### src/rtl/ttl_freq_gen_pkg.sv
// Shared definitions for the TTL frequency generator: FSM states, BCD digit
// constants and the default system clock rate (also used by the meter's
// gate-time divider).
package ttl_freq_gen_pkg;

  localparam int BCD_W          = 4;
  localparam int BCD_MAX        = 9;
  localparam int CLK_HZ_DEFAULT = 50_000_000;

  typedef enum logic [2:0] {
    IDLE,
    CONV,
    CHECK,
    APPLY,
    REJECT
  } state_t;

endpackage

### src/rtl/ttl_freq_gen_if.sv
// Setpoint load channel: a BCD frequency word with a valid/ready handshake.
interface ttl_freq_gen_if
  import ttl_freq_gen_pkg::*;
#(
  parameter int DIGITS = 6
);

  logic                    set_valid;
  logic                    set_ready;
  logic [BCD_W*DIGITS-1:0] set_bcd;

  modport master (output set_valid, output set_bcd, input set_ready);
  modport slave  (input set_valid, input set_bcd, output set_ready);

endinterface

### src/rtl/ttl_freq_gen_bcd_to_bin_seq.sv
// Sequential BCD-to-binary converter: one digit per step, most significant
// digit first, bin = bin*10 + digit.  Flags a non-decimal digit on the step
// that reaches it and marks the step that consumes the last digit.
module ttl_freq_gen_bcd_to_bin_seq
  import ttl_freq_gen_pkg::*;
#(
  parameter int DIGITS = 6,
  parameter int FREQ_W = 20
) (
  input  logic                    clock,
  input  logic                    reset,
  input  logic                    start,
  input  logic                    step,
  input  logic [BCD_W*DIGITS-1:0] bcd,
  output logic [FREQ_W-1:0]       bin,
  output logic                    done,
  output logic                    err
);

  localparam int K_W = (DIGITS > 1) ? $clog2(DIGITS) : 1;
  localparam logic [K_W-1:0] K_MSD = K_W'(DIGITS - 1);

  logic [BCD_W*DIGITS-1:0] bcd_q;
  logic [K_W-1:0]          k;
  logic [FREQ_W-1:0]       bin_q;
  logic [BCD_W-1:0]        digit;

  // The digit under conversion always sits at the top of the shifted word.
  assign digit = bcd_q[BCD_W*DIGITS-1 -: BCD_W];
  assign err   = step && (digit > BCD_W'(BCD_MAX));
  assign done  = step && (k == '0);
  assign bin   = bin_q;

  // Capture the setpoint on start, then fold in one digit per step.
  always_ff @(posedge clock) begin
    // NOTE: the captured word is cleared on reset too, so an aborted
    // conversion can never leak a partial value into a later one.
    if (reset) begin
      bcd_q <= '0;
      k     <= '0;
      bin_q <= '0;
    end else if (start) begin
      bcd_q <= bcd;
      k     <= K_MSD;
      bin_q <= '0;
    end else if (step && !err) begin
      bin_q <= (bin_q << 3) + (bin_q << 1) + FREQ_W'(digit);
      bcd_q <= bcd_q << BCD_W;
      if (k != '0) k <= k - K_W'(1);
    end
  end

endmodule

### src/rtl/ttl_freq_gen.sv
// Programmable TTL square-wave source.  A BCD setpoint in Hz is converted to
// binary, range-checked, and applied to a fractional accumulator that toggles
// ttl_out 2*freq_bin times per CLK_HZ clocks, giving an exact mean frequency.
module ttl_freq_gen
  import ttl_freq_gen_pkg::*;
#(
  parameter int CLK_HZ = CLK_HZ_DEFAULT,
  parameter int DIGITS = 6,
  parameter int FREQ_W = 20,
  parameter int ACC_W  = 27
) (
  input  logic               clock,
  input  logic               reset,
  ttl_freq_gen_if.slave      set_if,
  input  logic               enable,
  output logic               ttl_out,
  output logic [FREQ_W-1:0]  freq_bin,
  output logic               busy,
  output logic               range_err
);

  localparam logic [ACC_W-1:0] CLK_MOD = ACC_W'(CLK_HZ);

  state_t            state, state_nxt;
  logic              accept;
  logic [FREQ_W-1:0] bin;
  logic              conv_done, conv_err;
  logic [ACC_W-1:0]  bin2;
  logic [ACC_W-1:0]  inc, acc, sum;

  assign set_if.set_ready = (state == IDLE) && !reset;
  assign accept           = set_if.set_valid && set_if.set_ready;
  assign busy             = (state == CONV);
  assign bin2             = ACC_W'(bin) << 1;
  assign sum              = acc + inc;

  ttl_freq_gen_bcd_to_bin_seq #(
    .DIGITS (DIGITS),
    .FREQ_W (FREQ_W)
  ) u_conv (
    .clock (clock),
    .reset (reset),
    .start (accept),
    .step  (state == CONV),
    .bcd   (set_if.set_bcd),
    .bin   (bin),
    .done  (conv_done),
    .err   (conv_err)
  );

  // FSM state register.
  always_ff @(posedge clock) begin
    // NOTE: sequential state uses non-blocking assignments so every register
    // samples pre-edge values regardless of block ordering.
    if (reset) state <= IDLE;
    else       state <= state_nxt;
  end

  // Next-state logic: load, convert, range check, then apply or reject.
  always_comb begin
    // NOTE: default first so no path through the case leaves state_nxt
    // unassigned and infers a latch.
    state_nxt = state;
    case (state)
      IDLE:    if (accept) state_nxt = CONV;
      CONV:    if (conv_err) state_nxt = REJECT;
               else if (conv_done) state_nxt = CHECK;
      CHECK:   state_nxt = (bin2 > CLK_MOD) ? REJECT : APPLY;
      APPLY:   state_nxt = IDLE;
      REJECT:  state_nxt = IDLE;
      default: state_nxt = IDLE;
    endcase
  end

  // Active setpoint and sticky error flag.
  always_ff @(posedge clock) begin
    if (reset) begin
      freq_bin  <= '0;
      inc       <= '0;
      range_err <= 1'b0;
    end else if (state == APPLY) begin
      freq_bin  <= bin;
      inc       <= bin2;
      range_err <= 1'b0;
    end else if (state == REJECT) begin
      range_err <= 1'b1;
    end
  end

  // Fractional accumulator: phase restarts on apply, freezes while disabled.
  always_ff @(posedge clock) begin
    if (reset) begin
      acc     <= '0;
      ttl_out <= 1'b0;
    end else if (state == APPLY) begin
      acc     <= '0;
      ttl_out <= 1'b0;
    end else if (!enable || inc == '0) begin
      ttl_out <= 1'b0;
    end else if (sum >= CLK_MOD) begin
      acc     <= sum - CLK_MOD;
      ttl_out <= ~ttl_out;
    end else begin
      acc     <= sum;
    end
  end

endmodule

### src/flat_wrapper.sv
// flat-port wrapper written by rule: the top's interface ports become plain ports
module ttl_freq_gen_flat import ttl_freq_gen_pkg::*;
#(
  parameter int CLK_HZ = CLK_HZ_DEFAULT,
  parameter int DIGITS = 6,
  parameter int FREQ_W = 20,
  parameter int ACC_W  = 27
)
  (clock, reset, enable, ttl_out, freq_bin, busy, range_err, set_if_set_valid, set_if_set_bcd, set_if_set_ready);
  ttl_freq_gen_if #(.DIGITS(DIGITS)) set_if_i ();
  input  logic clock;
  input  logic reset;
  input  logic enable;
  output logic ttl_out;
  output logic [FREQ_W-1:0] freq_bin;
  output logic busy;
  output logic range_err;
  input wire logic [$bits(set_if_i.set_valid)-1:0] set_if_set_valid;
  input wire logic [$bits(set_if_i.set_bcd)-1:0] set_if_set_bcd;
  output wire logic [$bits(set_if_i.set_ready)-1:0] set_if_set_ready;
  assign set_if_i.set_valid = set_if_set_valid;
  assign set_if_i.set_bcd = set_if_set_bcd;
  assign set_if_set_ready = set_if_i.set_ready;
  ttl_freq_gen #(.CLK_HZ(CLK_HZ), .DIGITS(DIGITS), .FREQ_W(FREQ_W), .ACC_W(ACC_W)) u_core (.clock(clock), .reset(reset), .set_if(set_if_i), .enable(enable), .ttl_out(ttl_out), .freq_bin(freq_bin), .busy(busy), .range_err(range_err));
endmodule
### config.mk
export PLATFORM = sky130hd
export DESIGN_NAME = ttl_freq_gen_flat
export DESIGN_NICKNAME = d
export VERILOG_FILES = /design/src/rtl/ttl_freq_gen_pkg.sv /design/src/rtl/ttl_freq_gen_if.sv /design/src/rtl/ttl_freq_gen_bcd_to_bin_seq.sv /design/src/rtl/ttl_freq_gen.sv /design/src/flat_wrapper.sv
export SDC_FILE = /design/constraint.sdc
export NUM_CORES = 1
export LEC_CHECK = 0
export BUFFER_PORTS_ARGS = -buffer_cell sky130_fd_sc_hd__buf_2
export CORE_UTILIZATION = 40
export CTS_CLUSTER_DIAMETER = 40
export DETAILED_ROUTE_END_ITERATION = 16
export SETUP_SLACK_MARGIN = 0.4
export SLEW_MARGIN = 20
export SYNTH_ARGS = -nofsm -noshare
export SYNTH_HDL_FRONTEND = slang
export SYNTH_SLANG_ARGS = --single-unit
### constraint.sdc
create_clock -name clock -period 10.4 [get_ports clock]
set_clock_uncertainty 0.2 [all_clocks]
set_input_delay 0.52 -clock clock [delete_from_list [all_inputs] [get_ports clock]]
set_output_delay 0.52 -clock clock [all_outputs]
set_load 0.01 [all_outputs]
## Word level (Yosys, flattened, before mapping)

Cells that the tools add are included.
W data, S select, Z words.

- Add/subtract/negate cells: 5
- Mux-type cells: 11
- Bitwise operators: 1
- Divide/modulo/power cells: 0
- Equal/unequal tests: 6
- Shifts and indexed selects: 0
- Reductions and logical operators: 21
- Order comparisons: 3
- Multiply operators: 0

Operator list:

| cell | number |
|---|---|
| $mux W24 | 2 |
| $add A27 B21 Y27 | 1 |
| $ge A27 B26 Y1 const B | 1 |
| $logic_not A27 Y1 | 1 |
| $mux W27 | 1 |
| $sub A27 B26 Y27 const B | 1 |
| $gt A21 B26 Y1 const B | 1 |
| $mux W3 | 7 |
| $add A20 B20 Y20 | 1 |
| $add A20 B4 Y20 | 1 |
| $pmux W3 S3 | 1 |
| $eq A3 B2 Y1 const B | 2 |
| $logic_not A3 Y1 | 2 |
| $reduce_and A2 Y1 | 3 |
| $logic_and A1 B1 Y1 | 5 |
| $gt A4 B4 Y1 const B | 1 |
| $reduce_bool A2 Y1 | 2 |
| $reduce_or A2 Y1 | 2 |
| $eq A3 B1 Y1 const B | 1 |
| $eq A3 B3 Y1 const B | 1 |
| $logic_not A1 Y1 | 3 |
| $ne A3 B1 Y1 const B | 1 |
| $reduce_bool A3 Y1 | 1 |
| $reduce_or A3 Y1 | 1 |
| 4 further kinds | 4 |

- Word-level logic and storage cells: 56
- Memories kept: 0
- Input port bits: 28
- Register bits: 99
- Bits in writable memories: 0
- Bits in latches: 0
- ROM bits: 0
- Output and inout bits: 24

## Longest topological paths before layout

Gate-level depths: netlist of run 1.

- Depth in word-level cells: 6
- Depth in mapped cells: 19
- Depth with buffers taken out: 18

## Hierarchy

From an unflattened synthesis of run 1, not the netlist that was laid out.

- Cell total of the unflattened synthesis: 921
- Area, all modules: 6941.7 µm²

Modules (own cells, without submodules):

| module | area an instance (µm²) | cells each | seq. area each (µm²) | times used |
|---|---|---|---|---|
| ttl_freq_gen | 3873.7 | 515 | 1021.0 | 1 |
| ttl_freq_gen_bcd_to_bin_seq | 3067.9 | 406 | 940.9 | 1 |

## Worst setup path after synthesis of run 1

OpenSTA, ideal clock, no wires.

- Path kind: register -> register
- Start: register u_core.freq_bin[4] (netlist name)
- End: register u_core.acc[22]
- Required time: 10130 ps
- Path buffers: 1
- Slack: 5957 ps
- Cell stages (with the launch flop): 15
- Arrival time: 4173 ps
- Library setup time: 70 ps
- Period minus slack after synthesis: 4443 ps
- Cells stage by stage: dfxtp_1 -> ha_1 -> buf_4 -> nand2_1 -> or4_4 -> a31o_1 -> a2111oi_2 -> o211a_1 -> mux2_2 -> o31ai_1 -> and4bb_1 -> nor2_1 -> o311a_1 -> or4_1 -> a21oi_1

RTL lines:

| what | line | text |
|---|---|---|
| end signal: assignment | ttl_freq_gen.sv:101 | `acc <= sum - CLK_MOD;` |
| end signal: assignment | ttl_freq_gen.sv:104 | `acc <= sum;` |
| end: declaration | ttl_freq_gen.sv:29 | `logic [ACC_W-1:0] inc, acc, sum;` |

==> results.md, run 1 <==
* Top cell type's share of synthesized area at 0.301
* Die height at between 100 and 150 um
* Leak at 2.97 nW
* Ys flop type: dfxtp_1
* Final nets at 955
* # fillers at 1670
* Antenna-violating nets left at 0
* Pin slew with the least headroom to its limit at 879 ps
* Hold-fix buffers, CTS at 0
* Routed wire length at between 15000 and 20000 um
* Max-slew violations at 0
* Nature of the critical path startpoint: flop
* Routed vias at ~5.9k
* Min-Delay Path Class: primary input to flop
* Max-slew headroom at 0.414
* Pre-CTS setup slack at between 5000 and 6000 ps
* Hold WS at approximately 220 ps
* Initial DRC Count at slightly above 300
* First-pass GRT wire length at approximately 27000 um
* Clk root buf: clkbuf_16
* Fin worst setup slack at around 5500 ps
* Routability cong. at approximately 0.90
* Synth unique cells at 69
* Top post-synthesis cells by area: dfxtp_1 30%, ha_1 11%, nand2_1 9.4%
* DR WL/cell at about 15 um
* RSZ-0062 raised after global routing: no
* CP endpoint kind: flop
* CTS tree: built
* Standard-cell rows at 46
* Inserted Clock Buffers at 9
* Sequential share of the synthesized area at 0.301
* Clock Tree Buf Depth at 2
* Worst path arrival time at 5010 ps
* Post-DP HPWL at roughly 12000 um
* Highest-count cells in the layout ignoring fill and taps: 163 x nand2_1, 98 x dfxtp_1, 96 x a21oi_1, 58 x ha_1, 56 x nor2_1
* Setup TNS at 0 ps
* Number of synthesized flops with an enable pin at 0
* Largest net degree at the start of global routing at 55
* Post-synth ARST share at 0
* # DRC at 0
* Synthesized flop and latch total at 98
* Gr ovfl total at 0
* Post-Syn Area at 6530 sq um
* Post-CTS setup buffers at 0
* Ports at 52
* Cts repair resizes at 0
* Area of the core at ~16000 sq um
* CTS clk-pin slew, worst paths at ~70 ps
* Setup Crit Path Kind: flop to flop
* Peak supply drop at about 0.095 mV
* Die area at roughly 17000 sq um
* Hold Vio Cnt, Final at 0
* Share of layout cells above drive strength 1 at 0.102
* Critical-path maximum fanout at 11
* Worst endpoint required time at around 10000 ps
* Post-route minimum period at 4940 ps
* PortBufs at 51
* Final instance area at roughly 7200 sq um
* Syn_area_per_cell at approximately 7.7 sq um
* DR pass1 iterations at 4
* Avg Vias per Cell at approximately 5.5
* Initial core utilization at 0.411
* CTS HTree Levels at 3
* Post-layout util at 0.454
* Most common cell after layout, fill and taps aside: nand2_1
* Outcome: finished clean
* Cell Chain, Critical Path: ha_1 > nand2_1 > or4_4 > a31o_1 > a2111oi_2 > o211a_1 > mux2_2 > o31ai_1 > and4bb_1 > nor2_1 > o311a_1 > or4_1 > a21oi_1
* Part of the cycle the worst path needs at 0.475
* Antenna diode count at 0
* CP max stage cell: or4_4
* Yosys warning count at 0
* Max incr delay on CP at ~570 ps
* Synthesized instance count at roughly 840
* Placed inst area at just under 7000 sq um
* Total track usage at 0.207
* P&R area growth vs syn at 10.6%
* Die Wd at roughly 130 um
* Worst-Skew Late Latency at between 300 and 400 ps
* Flop-to-flop setup slack at around 5500 ps
* Initial antenna violation count at 0
* Fmax at slightly above 200 MHz
* CTS Sinks at slightly below 100
* Vias in the first global route at between 5k and 6k
* Syn Nets at 933
* Final setup viols at 0
* Area leader, netlist: dfxtp_1
* Max-Cap Viols at 0
* Cell Pwr Density at between 100 and 150 nW/um^2
[critical path, delay by kind of cell, from the launching register on]
family	cells	cell delay, ps
adders and majority gates	1	420
DFF	1	340
AOI/OAI and AO/OA	6	1940
muxes	1	350
and+or+nand+nor	5	1590
[worst paths after layout]
check,startpoint,end,cells past startpoint
hold / removal,set_if_set_bcd[1],u_core.u_conv.bcd_q[1]$_SDFFE_PP0P_,3
setup / recovery,u_core.freq_bin[4]$_SDFFE_PP0P_,u_core.acc[22]$_SDFFE_PP0N_,13
setup reg to reg,u_core.freq_bin[4]$_SDFFE_PP0P_,u_core.acc[22]$_SDFFE_PP0N_,13
hold reg to reg,u_core.u_conv.bcd_q[20]$_SDFFE_PP0P_,u_core.u_conv.bin[0]$_SDFFE_PP0P_,2
[stage by stage]
| stage | cells | total power, mW |
|---|---|---|
| global route | 1087 | 0.861 |
| CTS | 1087 | 0.837 |
| floorplan | 844 | 0.469 |
| global placement | 1071 | 0.494 |
| detailed placement | 1071 | 0.494 |
| finish | 1087 | 0.826 |
[report_power, final]
group,switching (mW),internal (mW),leakage [nW]
clock,0.153,0.189,0.137
combinational,0.0565,0.0302,2.04
sequential,0.00930,0.389,0.794
total,0.219,0.608,2.97
[per-layer routing]
| metal | part of all wire | vias to the layer above | GRT usage | wire, um |
|---|---|---|---|---|
| met5 | 0 | - | 0 | 0 |
| met4 | 0.021 | 0 | 0.0725 | 356 |
| met3 | 0.043 | 21 | 0.0463 | 716 |
| met2 | 0.46 | 92 | 0.347 | 7680 |
| met1 | 0.47 | 2767 | 0.260 | 7830 |
| li1 | - | 3064 | - | - |
[synthesized netlist by cell type, types with 13 or more instances]
master / number
nor2_1: 56
nor3_1: 13
nand2_1: 163
ha_1: 58
dfxtp_1: 98
inv_1: 21
a21o_1: 13
a21oi_1: 96
o21ai_0: 34
clkbuf_1: 41
xnor2_1: 35
nand3_1: 20
a311oi_1: 20
[registers in the layout (all words and copies together), names as in the netlist]
| name | flops |
|---|---|
| u_core.acc | 26 |
| u_core.freq_bin | 20 |
| u_core.range_err | 1 |
| u_core.state | 3 |
| u_core.ttl_out | 1 |
| u_core.u_conv.bcd_q | 24 |
| u_core.u_conv.bin | 20 |
| u_core.u_conv.k | 3 |
[cells by family (layout without fill, tap and decap cells)]
kind of cell	Yosys count	in the layout	synth area share
AO/OA/AOI/OAI	243	243	0.242
XOR/XNOR	48	48	0.0656
adder cells (fa/ha/maj)	62	62	0.122
buffers and inverters	69	96	0.0412
flip-flops	98	98	0.301
multiplexers	3	3	0.00479
AND/OR/NAND/NOR	321	321	0.224
[cell type report]
type                    count  area, sq um  share of cell area
flip-flops and latches     98         1960               0.272
clock buffers              11          233              0.0322
well taps                 216          270              0.0374
inverters                  21         78.8              0.0109
clock inverters             5         62.6             0.00867
repair buffers             59          315              0.0437
multi-input cells         677         4300               0.595
(Power assumes the default switching activity.)
==> run 2: changes to the inputs <==
==> constraint.sdc (replaced) <==
create_clock -name clock -period 4.35 [get_ports clock]
set_clock_uncertainty 0.2 [all_clocks]
set_input_delay 0.2175 -clock clock [delete_from_list [all_inputs] [get_ports clock]]
set_output_delay 0.2175 -clock clock [all_outputs]
set_load 0.01 [all_outputs]
==> results.md, run 2 (synthesis gave the netlist of run 1 again) <==
* Inserted Clock Buffers at 9
* Worst endpoint required time at 4440 ps
* Fmax at roughly 230 MHz
* PortBufs at 51
* Clk root buf: clkbuf_16
* Antenna-violating nets left at 0
* Routed vias at around 6.4k
* Critical path's top delay family: compound AO/OA/AOI/OAI gates
* Vias in the first global route at 5940
* Clk pwr share at 0.431
* RSZ-0062 raised after global routing: yes
* Peak supply drop at ~0.25 mV
* Hold WS at around 15 ps
* CP endpoint kind: flop
* Placed cells at between 1k and 1.5k
* Cell Chain, Critical Path: ha_4 > a211oi_4 > o21ai_2 > a21o_1 > a21oi_2 > xnor2_2 > inv_1 > ha_2 > nand2_1 > or4_1 > o31a_1 > o221a_2 > and4bb_1 > buf_4 > nand2b_4 > a31oi_1 > or4_1 > a21oi_1
* Most flops, register: u_core.acc
* Gr ovfl total at 0
* First-pass GRT wire length at between 20000 and 30000 um
* Buf/Inv on CP at 2
* P&R area growth vs syn at 32.1%
* Initial core utilization at 0.411
* Max-slew headroom at 0.395
* Switching portion of total power at 0.267
* Total track usage at 0.226
* Antenna diode count at 0
* Post-DP HPWL at 12800 um
* Most common cell after layout, fill and taps aside: nand2_1
* Part of the cycle the worst path needs at 0.983
* Cell Pwr Density at approximately 240 nW/um^2
* CTS Sinks at 98
* Max incr delay on CP at 490 ps
* Final setup viols at 0
* FF-to-FF path depth at 18
* DR pass1 iterations at 5
* CP dominant cell by count: or4_1
* Worst-Skew Late Latency at approximately 360 ps
* CTS HTree Levels at 3
* # DRC at 0
* Routability cong. at a little over 0.9
* CTS tree: built
* CP max stage cell: or4_1
* Max-slew violations at 0
* Share of layout cells above drive strength 1 at 0.244
* Routed wire length at between 15000 and 20000 um
* Highest-count cells in the layout ignoring fill and taps: 161 x nand2_1, 89 x a21oi_1, 84 x dfxtp_1, 66 x buf_4, 53 x nor2_1
* Post-layout util at 0.543
* Hold Path Sink: u_core.state[0]$_SDFFE_PP0P_
* Initial antenna violation count at 0
* Hold Vio Cnt, Final at 0
* Die area at about 17000 sq um
* Clock Tree Buf Depth at 2
* Flop-to-flop setup slack at ~75 ps
* Die Wd at between 100 and 150 um
* Max-Cap Viols at 0
* Setup Crit Path Kind: flop to flop
* Standard-cell rows at 46
* Largest net degree at the start of global routing at 54
* Comb power frac at 0.113
* Final nets at about 1.1k
* Critical R2R Launch: u_core.freq_bin[1]$_SDFFE_PP0P_
* RR Endpoint: u_core.acc[22]$_SDFFE_PP0N_
* Worst path arrival time at 4370 ps
* Hold path cells at 3
* Reg power frac at 0.456
* Critical-path maximum fanout at 3
* Pin slew with the least headroom to its limit at slightly above 900 ps
* CTS clk-pin slew, worst paths at roughly 80 ps
* Internal power at about 1.5 mW
* Layout Cells excl Fill at 1187
* Max reg flops at 26
* Post-route minimum period at 4280 ps
* Min-Delay Path Class: primary input to flop
* DR WL/cell at roughly 16 um
* Ports at between 50 and 60
* Largest registers: u_core.acc (26), u_core.u_conv.bcd_q (24)
* Hold path startpoint: set_if_set_valid
* Psw at 558 uW
* Nature of the critical path startpoint: flop
* Outcome: finished clean
* Die height at between 100 and 150 um
* Avg Vias per Cell at about 5.4
* Area of the core at between 15000 and 20000 sq um
* Leak at approximately 3.5 nW
* Initial DRC Count at between 300 and 400
run 2: cell count changes in the layout (fill, tap and decap cells not counted), moves of 4 or more:
| cell | delta |
|---|---|
| xnor2_1 | -9 |
| a21oi_1 | -7 |
| dfxtp_1 | -14 |
| ha_4 | +9 |
| buf_6 | +18 |
| dlygate4sd3_1 | +24 |
| xnor2_2 | +8 |
| ha_1 | -10 |
| buf_4 | +58 |
| a21oi_2 | +4 |
| dfxtp_2 | +13 |
run 2: cell type report:
| cell class | instances | area [sq um] |
|---|---|---|
| sequential | 98 | 1980 |
| inverter | 21 | 78.8 |
| multi-input combinational | 677 | 4770 |
| tap | 216 | 270 |
| timing repair buffer | 159 | 1190 |
| clock inverter | 7 | 98.8 |
| fill | 1493 | 7260 |
| clock buffer | 9 | 225 |
run 2: tightest hold or removal path, cell delays in order:
cell and delay (ps):
buf_2 110, o21ai_0 70, a21oi_1 130
run 2: worst max path at each step:
stage,start,cells past startpoint,endpoint,slack [ps]
floorplan,u_core.freq_bin[7]$_SDFFE_PP0P_,14,u_core.acc[22]$_SDFFE_PP0N_,130
CTS,u_core.acc[2]$_SDFFE_PP0N_,17,u_core.acc[22]$_SDFFE_PP0N_,190
global route,u_core.freq_bin[1]$_SDFFE_PP0P_,19,u_core.acc[22]$_SDFFE_PP0N_,-110
detailed placement,u_core.acc[1]$_SDFFE_PP0N_,18,u_core.acc[22]$_SDFFE_PP0N_,30
global placement,u_core.freq_bin[7]$_SDFFE_PP0P_,13,u_core.acc[22]$_SDFFE_PP0N_,100
finish,u_core.freq_bin[1]$_SDFFE_PP0P_,18,u_core.acc[22]$_SDFFE_PP0N_,70
run 2: timing repair:
item,in CTS,in global routing
hold buffers,24,0
pin swaps,35,34
endpoints found under the hold margin,24,0
setup buffers,29,11
setup endpoints to repair,19,21
gates resized for setup,50,46
run 2: layer usage:
layer / global-route usage / share of wire
met5: 0 / 0
met4: 0.0684 / 0.016
met3: 0.0422 / 0.042
met2: 0.377 / 0.48
met1: 0.296 / 0.46
run 2: power by group through the flow:
stage	Clock (mW)	Sequential, mW	Combinational [mW]
floorplan	0	0.966	0.155
global placement	0	0.971	0.213
detailed placement	0	0.972	0.215
CTS	0.917	0.951	0.235
global route	0.950	0.955	0.264
finish	0.901	0.952	0.236
run 2: through the flow:
| stage | total power [mW] | worst slack [ps] | setup TNS (ps) | instance area [sq um] |
|---|---|---|---|---|
| 4_1_cts | 2.10 | 191 | 0 | 8310 |
| 6_report | 2.09 | 74.6 | 0 | 8620 |
| 3_5_place_dp | 1.19 | 31.7 | 0 | 7280 |
| 3_3_place_gp | 1.18 | 99.3 | 0 | 7280 |
| 2_1_floorplan | 1.12 | 133 | 0 | 6640 |
| 5_1_grt | 2.17 | -113 | -258 | 8620 |
